--- src/rtl/hazard_stall_unit_if.sv ---
// Pipeline-side bundle for hazard_stall_unit: ID/EX and IF/ID hazard fields going in,
// PC/IF-ID/ID-EX controls and statistics coming out.
interface hazard_stall_unit_if #(
  parameter int CNT_W = 32
);
  logic             id_ex_mem_read;
  logic [4:0]       id_ex_rt;
  logic [4:0]       if_id_rs;
  logic [4:0]       if_id_rt;
  logic             if_id_uses_rt;
  logic             branch_taken;
  logic             pc_write;
  logic             if_id_write;
  logic             id_ex_bubble;
  logic             if_id_flush;
  logic             stalling;
  logic [CNT_W-1:0] stall_cnt;
  logic [CNT_W-1:0] flush_cnt;

  modport master (
    output id_ex_mem_read, id_ex_rt, if_id_rs, if_id_rt, if_id_uses_rt, branch_taken,
    input  pc_write, if_id_write, id_ex_bubble, if_id_flush, stalling, stall_cnt, flush_cnt
  );

  modport slave (
    input  id_ex_mem_read, id_ex_rt, if_id_rs, if_id_rt, if_id_uses_rt, branch_taken,
    output pc_write, if_id_write, id_ex_bubble, if_id_flush, stalling, stall_cnt, flush_cnt
  );
endinterface

--- src/rtl/hazard_stall_unit.sv ---
// Load-use stall and branch-flush control for the five-stage pipeline.
// Define HAZARD_STATS_EN to build the saturating stall/flush statistics counters.
module hazard_stall_unit #(
  parameter int STALL_CYCLES = 1,
  parameter int CNT_W        = 32
) (
  input logic              clk,
  input logic              reset_n,
  hazard_stall_unit_if.slave bus
);
  typedef enum logic {RUN, STALL} state_t;

  localparam logic [3:0] REM_INIT = 4'(STALL_CYCLES - 1);

  state_t     state, state_nxt;
  logic [3:0] rem, rem_nxt;
  logic       hazard;
  logic       pc_write, if_id_write, id_ex_bubble, if_id_flush, stalling;

  assign hazard = bus.id_ex_mem_read && (bus.id_ex_rt != 5'd0) &&
                  ((bus.id_ex_rt == bus.if_id_rs) ||
                   (bus.if_id_uses_rt && (bus.id_ex_rt == bus.if_id_rt)));

  always_ff @(posedge clk or negedge reset_n) begin
    if (!reset_n) begin
      state <= RUN;
      rem   <= 4'd0;
    end else begin
      state <= state_nxt;
      rem   <= rem_nxt;
    end
  end

  always_comb begin
    state_nxt    = state;
    rem_nxt      = rem;
    pc_write     = 1'b1;
    if_id_write  = 1'b1;
    id_ex_bubble = 1'b0;
    if_id_flush  = 1'b0;
    stalling     = 1'b0;
    if (!reset_n) begin
      // Hold the front end frozen and flushed while reset is asserted.
      pc_write     = 1'b0;
      if_id_write  = 1'b0;
      id_ex_bubble = 1'b1;
      if_id_flush  = 1'b1;
      state_nxt    = RUN;
      rem_nxt      = 4'd0;
    end else if (bus.branch_taken) begin
      if_id_flush  = 1'b1;
      id_ex_bubble = 1'b1;
      state_nxt    = RUN;
      rem_nxt      = 4'd0;
    end else if (state == STALL) begin
      pc_write     = 1'b0;
      if_id_write  = 1'b0;
      id_ex_bubble = 1'b1;
      stalling     = 1'b1;
      rem_nxt      = rem - 4'd1;
      if (rem == 4'd1) state_nxt = RUN;
    end else if (hazard) begin
      pc_write     = 1'b0;
      if_id_write  = 1'b0;
      id_ex_bubble = 1'b1;
      stalling     = 1'b1;
      if (STALL_CYCLES > 1) begin
        state_nxt = STALL;
        rem_nxt   = REM_INIT;
      end
    end
  end

  assign bus.pc_write     = pc_write;
  assign bus.if_id_write  = if_id_write;
  assign bus.id_ex_bubble = id_ex_bubble;
  assign bus.if_id_flush  = if_id_flush;
  assign bus.stalling     = stalling;

`ifdef HAZARD_STATS_EN
  logic [CNT_W-1:0] stall_q, flush_q;

  always_ff @(posedge clk or negedge reset_n) begin
    if (!reset_n) begin
      stall_q <= '0;
      flush_q <= '0;
    end else begin
      if (stalling && !(&stall_q))          stall_q <= stall_q + CNT_W'(1);
      if (bus.branch_taken && !(&flush_q)) flush_q <= flush_q + CNT_W'(1);
    end
  end

  assign bus.stall_cnt = stall_q;
  assign bus.flush_cnt = flush_q;
`else
  assign bus.stall_cnt = '0;
  assign bus.flush_cnt = '0;
`endif
endmodule

--- src/flat_wrapper.sv ---
// flat-port wrapper written by rule: the top's interface ports become plain ports
module hazard_stall_unit_flat 
#(
  parameter int STALL_CYCLES = 1,
  parameter int CNT_W        = 32
)
  (clk, reset_n, bus_id_ex_mem_read, bus_id_ex_rt, bus_if_id_rs, bus_if_id_rt, bus_if_id_uses_rt, bus_branch_taken, bus_pc_write, bus_if_id_write, bus_id_ex_bubble, bus_if_id_flush, bus_stalling, bus_stall_cnt, bus_flush_cnt);
  hazard_stall_unit_if #(.CNT_W(CNT_W)) bus_i ();
  input logic clk;
  input logic reset_n;
  input wire logic [$bits(bus_i.id_ex_mem_read)-1:0] bus_id_ex_mem_read;
  input wire logic [$bits(bus_i.id_ex_rt)-1:0] bus_id_ex_rt;
  input wire logic [$bits(bus_i.if_id_rs)-1:0] bus_if_id_rs;
  input wire logic [$bits(bus_i.if_id_rt)-1:0] bus_if_id_rt;
  input wire logic [$bits(bus_i.if_id_uses_rt)-1:0] bus_if_id_uses_rt;
  input wire logic [$bits(bus_i.branch_taken)-1:0] bus_branch_taken;
  output wire logic [$bits(bus_i.pc_write)-1:0] bus_pc_write;
  output wire logic [$bits(bus_i.if_id_write)-1:0] bus_if_id_write;
  output wire logic [$bits(bus_i.id_ex_bubble)-1:0] bus_id_ex_bubble;
  output wire logic [$bits(bus_i.if_id_flush)-1:0] bus_if_id_flush;
  output wire logic [$bits(bus_i.stalling)-1:0] bus_stalling;
  output wire logic [$bits(bus_i.stall_cnt)-1:0] bus_stall_cnt;
  output wire logic [$bits(bus_i.flush_cnt)-1:0] bus_flush_cnt;
  assign bus_i.id_ex_mem_read = bus_id_ex_mem_read;
  assign bus_i.id_ex_rt = bus_id_ex_rt;
  assign bus_i.if_id_rs = bus_if_id_rs;
  assign bus_i.if_id_rt = bus_if_id_rt;
  assign bus_i.if_id_uses_rt = bus_if_id_uses_rt;
  assign bus_i.branch_taken = bus_branch_taken;
  assign bus_pc_write = bus_i.pc_write;
  assign bus_if_id_write = bus_i.if_id_write;
  assign bus_id_ex_bubble = bus_i.id_ex_bubble;
  assign bus_if_id_flush = bus_i.if_id_flush;
  assign bus_stalling = bus_i.stalling;
  assign bus_stall_cnt = bus_i.stall_cnt;
  assign bus_flush_cnt = bus_i.flush_cnt;
  hazard_stall_unit #(.STALL_CYCLES(STALL_CYCLES), .CNT_W(CNT_W)) u_core (.clk(clk), .reset_n(reset_n), .bus(bus_i));
endmodule
--- config.mk ---
export PLATFORM = sky130hd
export DESIGN_NAME = hazard_stall_unit_flat
export DESIGN_NICKNAME = d
export VERILOG_FILES = /design/src/rtl/hazard_stall_unit_if.sv /design/src/rtl/hazard_stall_unit.sv /design/src/flat_wrapper.sv
export SDC_FILE = /design/constraint.sdc
export NUM_CORES = 1
export LEC_CHECK = 0
export ABC_CLOCK_PERIOD_IN_PS = 1670
export CORE_ASPECT_RATIO = 1.2
export CORE_MARGIN = 8
export CORE_UTILIZATION = 40
export CTS_CLUSTER_SIZE = 16
export DETAILED_ROUTE_END_ITERATION = 7
export DONT_BUFFER_PORTS = 1
export HOLD_SLACK_MARGIN = 0.02
export REMOVE_ABC_BUFFERS = 1
export SYNTH_ARGS = -nofsm -noshare
export SYNTH_HDL_FRONTEND = slang
export SYNTH_SLANG_ARGS = --single-unit
export TNS_END_PERCENT = 100
--- constraint.sdc ---
create_clock -name clk -period 1.67 [get_ports clk]
set_input_delay 0.334 -clock clk [delete_from_list [all_inputs] [get_ports clk]]
set_output_delay 0.334 -clock clk [all_outputs]
set_load 0.02 [all_outputs]
Word level (Yosys, flattened, before mapping)
Index checks and enable logic that the tools add are counted.
{"block": "word_totals", "reg_bits": 5, "latch_bits": 0, "ram_bits": 0, "rom_bits": 0, "inputBits": 20, "output_inout_bits": 69, "wordCells": 31, "memories": 0}
{"block": "op_classes", "addsub": 1, "mul": 0, "n_div": 0, "magnitude_cmp": 0, "eq_ne": 4, "n_shift": 0, "muxes": 19, "bitwise": 0, "reduce_logical": 5}
{"op": "1-bit 2-to-1 mux", "n": 16}
{"op": "4-bit 2-to-1 mux", "n": 3}
{"op": "5-bit equality test", "n": 2}
{"op": "5-bit nonzero test", "n": 1}
{"op": "4-bit by 1-bit equality test with 1-bit output, second input constant", "n": 1}
{"op": "4-bit by 1-bit subtractor with 4-bit output, second input constant", "n": 1}
{"op": "1-bit logical AND", "n": 3}
{"op": "3-bit by 1-bit inequality test with 1-bit output, second input constant", "n": 1}
{"op": "1-bit logical OR", "n": 1}

Longest topological paths before layout
{"block": "depth", "ltp_word": 8, "depth_mapped": 5, "mapped_depth_nobuf": 5}

Worst setup path before layout
OpenSTA, ideal clock, no wires.
{"block": "synth_path", "path_type": "input to output", "start": "in bus_id_ex_rt[0]", "end": "out bus_pc_write", "arrival_time_ns": 1.504, "required_time_ns": 1.336, "path_slack_ns": -0.168, "path_stages": 4, "path_buffers": 1, "path_cell_list": "or4_1 > o21ai_2 > o311a_1 > buf_4"}
{"block": "synth_via", "elab_chain_cells": 8, "elab_cells_between_ends": 11}
{"item": "from (decl)", "line": "flat_wrapper.sv:12", "text": "input wire logic [$bits(bus_i.id_ex_rt)-1:0] bus_id_ex_rt;"}
{"item": "5-bit equality test", "line": "hazard_stall_unit.sv:22", "text": "(bus.if_id_uses_rt && (bus.id_ex_rt == bus.if_id_rt)));"}
{"item": "1-bit logical AND", "line": "hazard_stall_unit.sv:22"}
{"item": "1-bit logical OR", "line": "hazard_stall_unit.sv:21", "text": "((bus.id_ex_rt == bus.if_id_rs) ||"}
{"item": "1-bit logical AND *", "line": "hazard_stall_unit.sv:20", "text": "assign hazard = bus.id_ex_mem_read && (bus.id_ex_rt != 5'd0) &&"}
{"item": "1-bit 2-to-1 mux * (4 in series)"}
{"item": "to (decl)", "line": "flat_wrapper.sv:17", "text": "output wire logic [$bits(bus_i.pc_write)-1:0] bus_pc_write;"}
Every way passes the cells marked *; elsewhere a longest branch is shown, timed or not.

Worst setup path in the final report
{"block": "layout_path", "start": "in bus_id_ex_rt[3]", "end": "out bus_if_id_write"}
{"block": "layout_via", "elab_chain_cells": 8, "elab_cells_between_ends": 11}
{"item": "5-bit equality test", "line": "hazard_stall_unit.sv:22"}
{"item": "1-bit logical AND", "line": "hazard_stall_unit.sv:22"}
{"item": "1-bit logical OR", "line": "hazard_stall_unit.sv:21"}
{"item": "1-bit logical AND *", "line": "hazard_stall_unit.sv:20"}
{"item": "1-bit 2-to-1 mux *", "line": "hazard_stall_unit.sv:62", "text": "end else if (hazard) begin"}
{"item": "1-bit 2-to-1 mux *", "line": "hazard_stall_unit.sv:55", "text": "end else if (state == STALL) begin"}
{"item": "1-bit 2-to-1 mux *", "line": "hazard_stall_unit.sv:50", "text": "end else if (bus.branch_taken) begin"}
{"item": "1-bit 2-to-1 mux *", "line": "hazard_stall_unit.sv:42", "text": "if (!reset_n) begin"}
{"item": "to (decl)", "line": "flat_wrapper.sv:18", "text": "output wire logic [$bits(bus_i.if_id_write)-1:0] bus_if_id_write;"}
Marks and branches as above.

==> impl_metrics.ini <==
[setup_path]
timing.rr.start = u_core.state
path_class = input port to output pin
cp-end-kind = output pin
reg2reg_to = u_core.rem[3]
r2r_setup_slack_ps = 510
worstPathArrival_ps = 1430
cp-start-kind = input port
reg2reg_depth = 3
cp_max_fo = 3
cp.required_ps = 1340

[timing]
fmax_ghz = 0.566
finalMaxSlewViolations = 0
finalCriticalPeriod_ps = 1770
tns_ps = -194
timing.final.crit_share_pct = 106
skew_ps = 1.44
setup_violations = 2
rsz0062_at_grt = yes
hold_violations = 0
layout_setup_ws_ps = -96.8

[route]
avgViaCountPerCell = 3.44
drt_iter0_drc = 7
drc = 0
routed_wl_um = 1700
first_pass_iters = 2
num_vias = 509
detail-route-antenna-nets = 0
post_drt_wl_per_cell_um = 11.5

[logic_synthesis]
yosys_most_used_dff = dfrtp_1
netlist_top_cells_count = buf_4, xor2_1, nor2_1
synth_area_um2 = 912
yosysWarnings = 0
yosys.area.top_type = buf_4
netlist_instances = 112
synth_top_area_share_pct = 53.5
yosysUniqueCellTypes = 24
ys_ff_latch = 5
avgSynthCellArea_um2 = 8.14
yosysMostFrequentCell = buf_4
synthArstFlopShare_pct = 100
synth_area_leaders = buf_4, dfrtp_1, xor2_1, nor2_1, xnor2_1
synth_edf_count = 0
seq_area_frac_synth_pct = 13.7

[pwr]
pwr_density_cell_mw_per_mm2 = 584
leakagePower_uw = 0.000415
vdd_drop_max_mv = 0.241

[cells_and_area]
diodes = 0
nets = 140
nFillCells = 255
area_delta_synth_final_pct = -14.8
fin_util_pct = 34.8
drive_gt1_share_pct = 9.40
stdcell_count = 148

[outcome]
failed_checks = setup timing
status = finished with violations

[placement]
dpl.hpwl_um = 1560
io_buffers = 0
place.gp.congestion = 0.690
dp_cells = 143

[clock_tree]
clock-sinks = 5
path_clk_slew_ps = 40
clk_latency_ps = 240
cts_tree = yes
cts_buffers = 3
htreeDepth = 1
cts-root-buf = clkbuf_4
postCtsSetupBuffers = 0
clockBufferDepth = 2

[min_path]
hold_depth = 2
hold-path-endpoint = u_core.state
hp-start = reset_n
worstHoldPathType = input port to flip-flop

[floorplanning]
start_util_pct = 40.8
pin_count = 89
rows = 19
die_h_um = 68.3
die_w_um = 59.6
core_mm2 = 0.00223
fp.dieArea_mm2 = 0.00407

[global_routing]
grt_usage_pct = 7.56
antenna_found_initial = 0
grt_pass1_vias = 518
grt_pass1_wl_um = 2240
grt_start_max_net_pins = 8
grt-ovfl-total = 0

[flow_run]
maxCapViolations = 0
-- cell families (layout without fill, tap and decap cells) --
| group | after synthesis | count (layout) | share of synthesized area, % |
|---|---|---|---|
| AO/OA/AOI/OAI | 6 | 6 | 4.94 |
| XOR/XNOR | 13 | 13 | 12.5 |
| adder cells (fa/ha/maj) | 2 | 2 | 2.74 |
| buffers and inverters | 69 | 11 | 55.3 |
| flip-flops | 5 | 5 | 13.7 |
| multiplexers | 1 | 1 | 1.23 |
| other | 1 | 64 | 0.411 |
| AND/OR/NAND/NOR | 15 | 15 | 9.19 |
-- metrics by stage --
stage / total power, µW / instance area, µm² / hold slack [ps] / setup slack (ps)
after floorplan: 285 / 652 / 38.4 / -111
after global placement: 299 / 733 / 38.8 / -73.3
after detailed placement: 302 / 733 / 38.7 / -88.0
after CTS: 452 / 769 / 254 / -86.3
after global routing: 486 / 777 / 280 / -146
final: 453 / 777 / 258 / -96.8
-- metal layers --
layer	vias to the layer above	part of all wire [%]	GRT usage (%)
met1	227	25	5.03
met3	4	19	5.83
li1	232	-	-
met5	-	0	0
met4	0	1.9	6.27
met2	46	54	13.4
-- sequential cells by signal, summed over array words and instances (netlist names) --
register      count
u_core.rem        4
u_core.state      1
-- how the worst max path moves through the flow --
stage | start | to | slack, ps
floorplan | bus_id_ex_rt[3] | bus_stalling | -110
global placement | bus_id_ex_rt[3] | bus_if_id_write | -70
detailed placement | bus_id_ex_rt[3] | bus_if_id_write | -90
CTS | bus_id_ex_rt[3] | bus_if_id_write | -90
global route | bus_id_ex_rt[3] | bus_if_id_write | -150
finish | bus_id_ex_rt[3] | bus_if_id_write | -100
-- final cells by class --
type | count | area, µm² | area share (%)
Tap cell | 31 | 38.8 | 4.99
Sequential cell | 5 | 125 | 16.1
Clock buffer | 4 | 26.3 | 3.38
Inverter | 2 | 7.51 | 0.966
Timing Repair Buffer | 5 | 52.6 | 6.76
Multi-Input combinational cell | 101 | 527 | 67.8
-- what timing repair did --
item                       CTS  global route
hold endpoints to repair     5             0
hold buffers                 1             0
pin swaps                    1             1
setup endpoints to repair    2             4
gates resized for setup      0             1
-- worst max-delay path, stage by stage --
cell     delay [ps]
xor2_1          150
nor4_2          290
a32oi_2         160
o311a_1         340
buf_12          150
-- where the power goes --
part / leakage [µW] / internal [µW] / switching (µW)
sequential: 0.0000699 / 122 / 0
combinational: 0.000331 / 28.5 / 162
clock: 0.0000150 / 90.4 / 51.1
-- cell usage in the layout, fill, tap and decap left out, drive strengths merged --
master,n
dlygate4sd3,1
ha,2
nand3b,1
conb,64
clkbuf,4
or4,1
dfrtp,5
xnor2,3
mux2,1
nor3,1
o21ai,2
o311a,1
xor2,10
a32oi,1
nor4b,1
a21oi,1
buf,4
o31ai,1
nand2,1
nand2b,2
inv,2
nor4,1
nor2,7
Power figures use the tool's default switching activity.
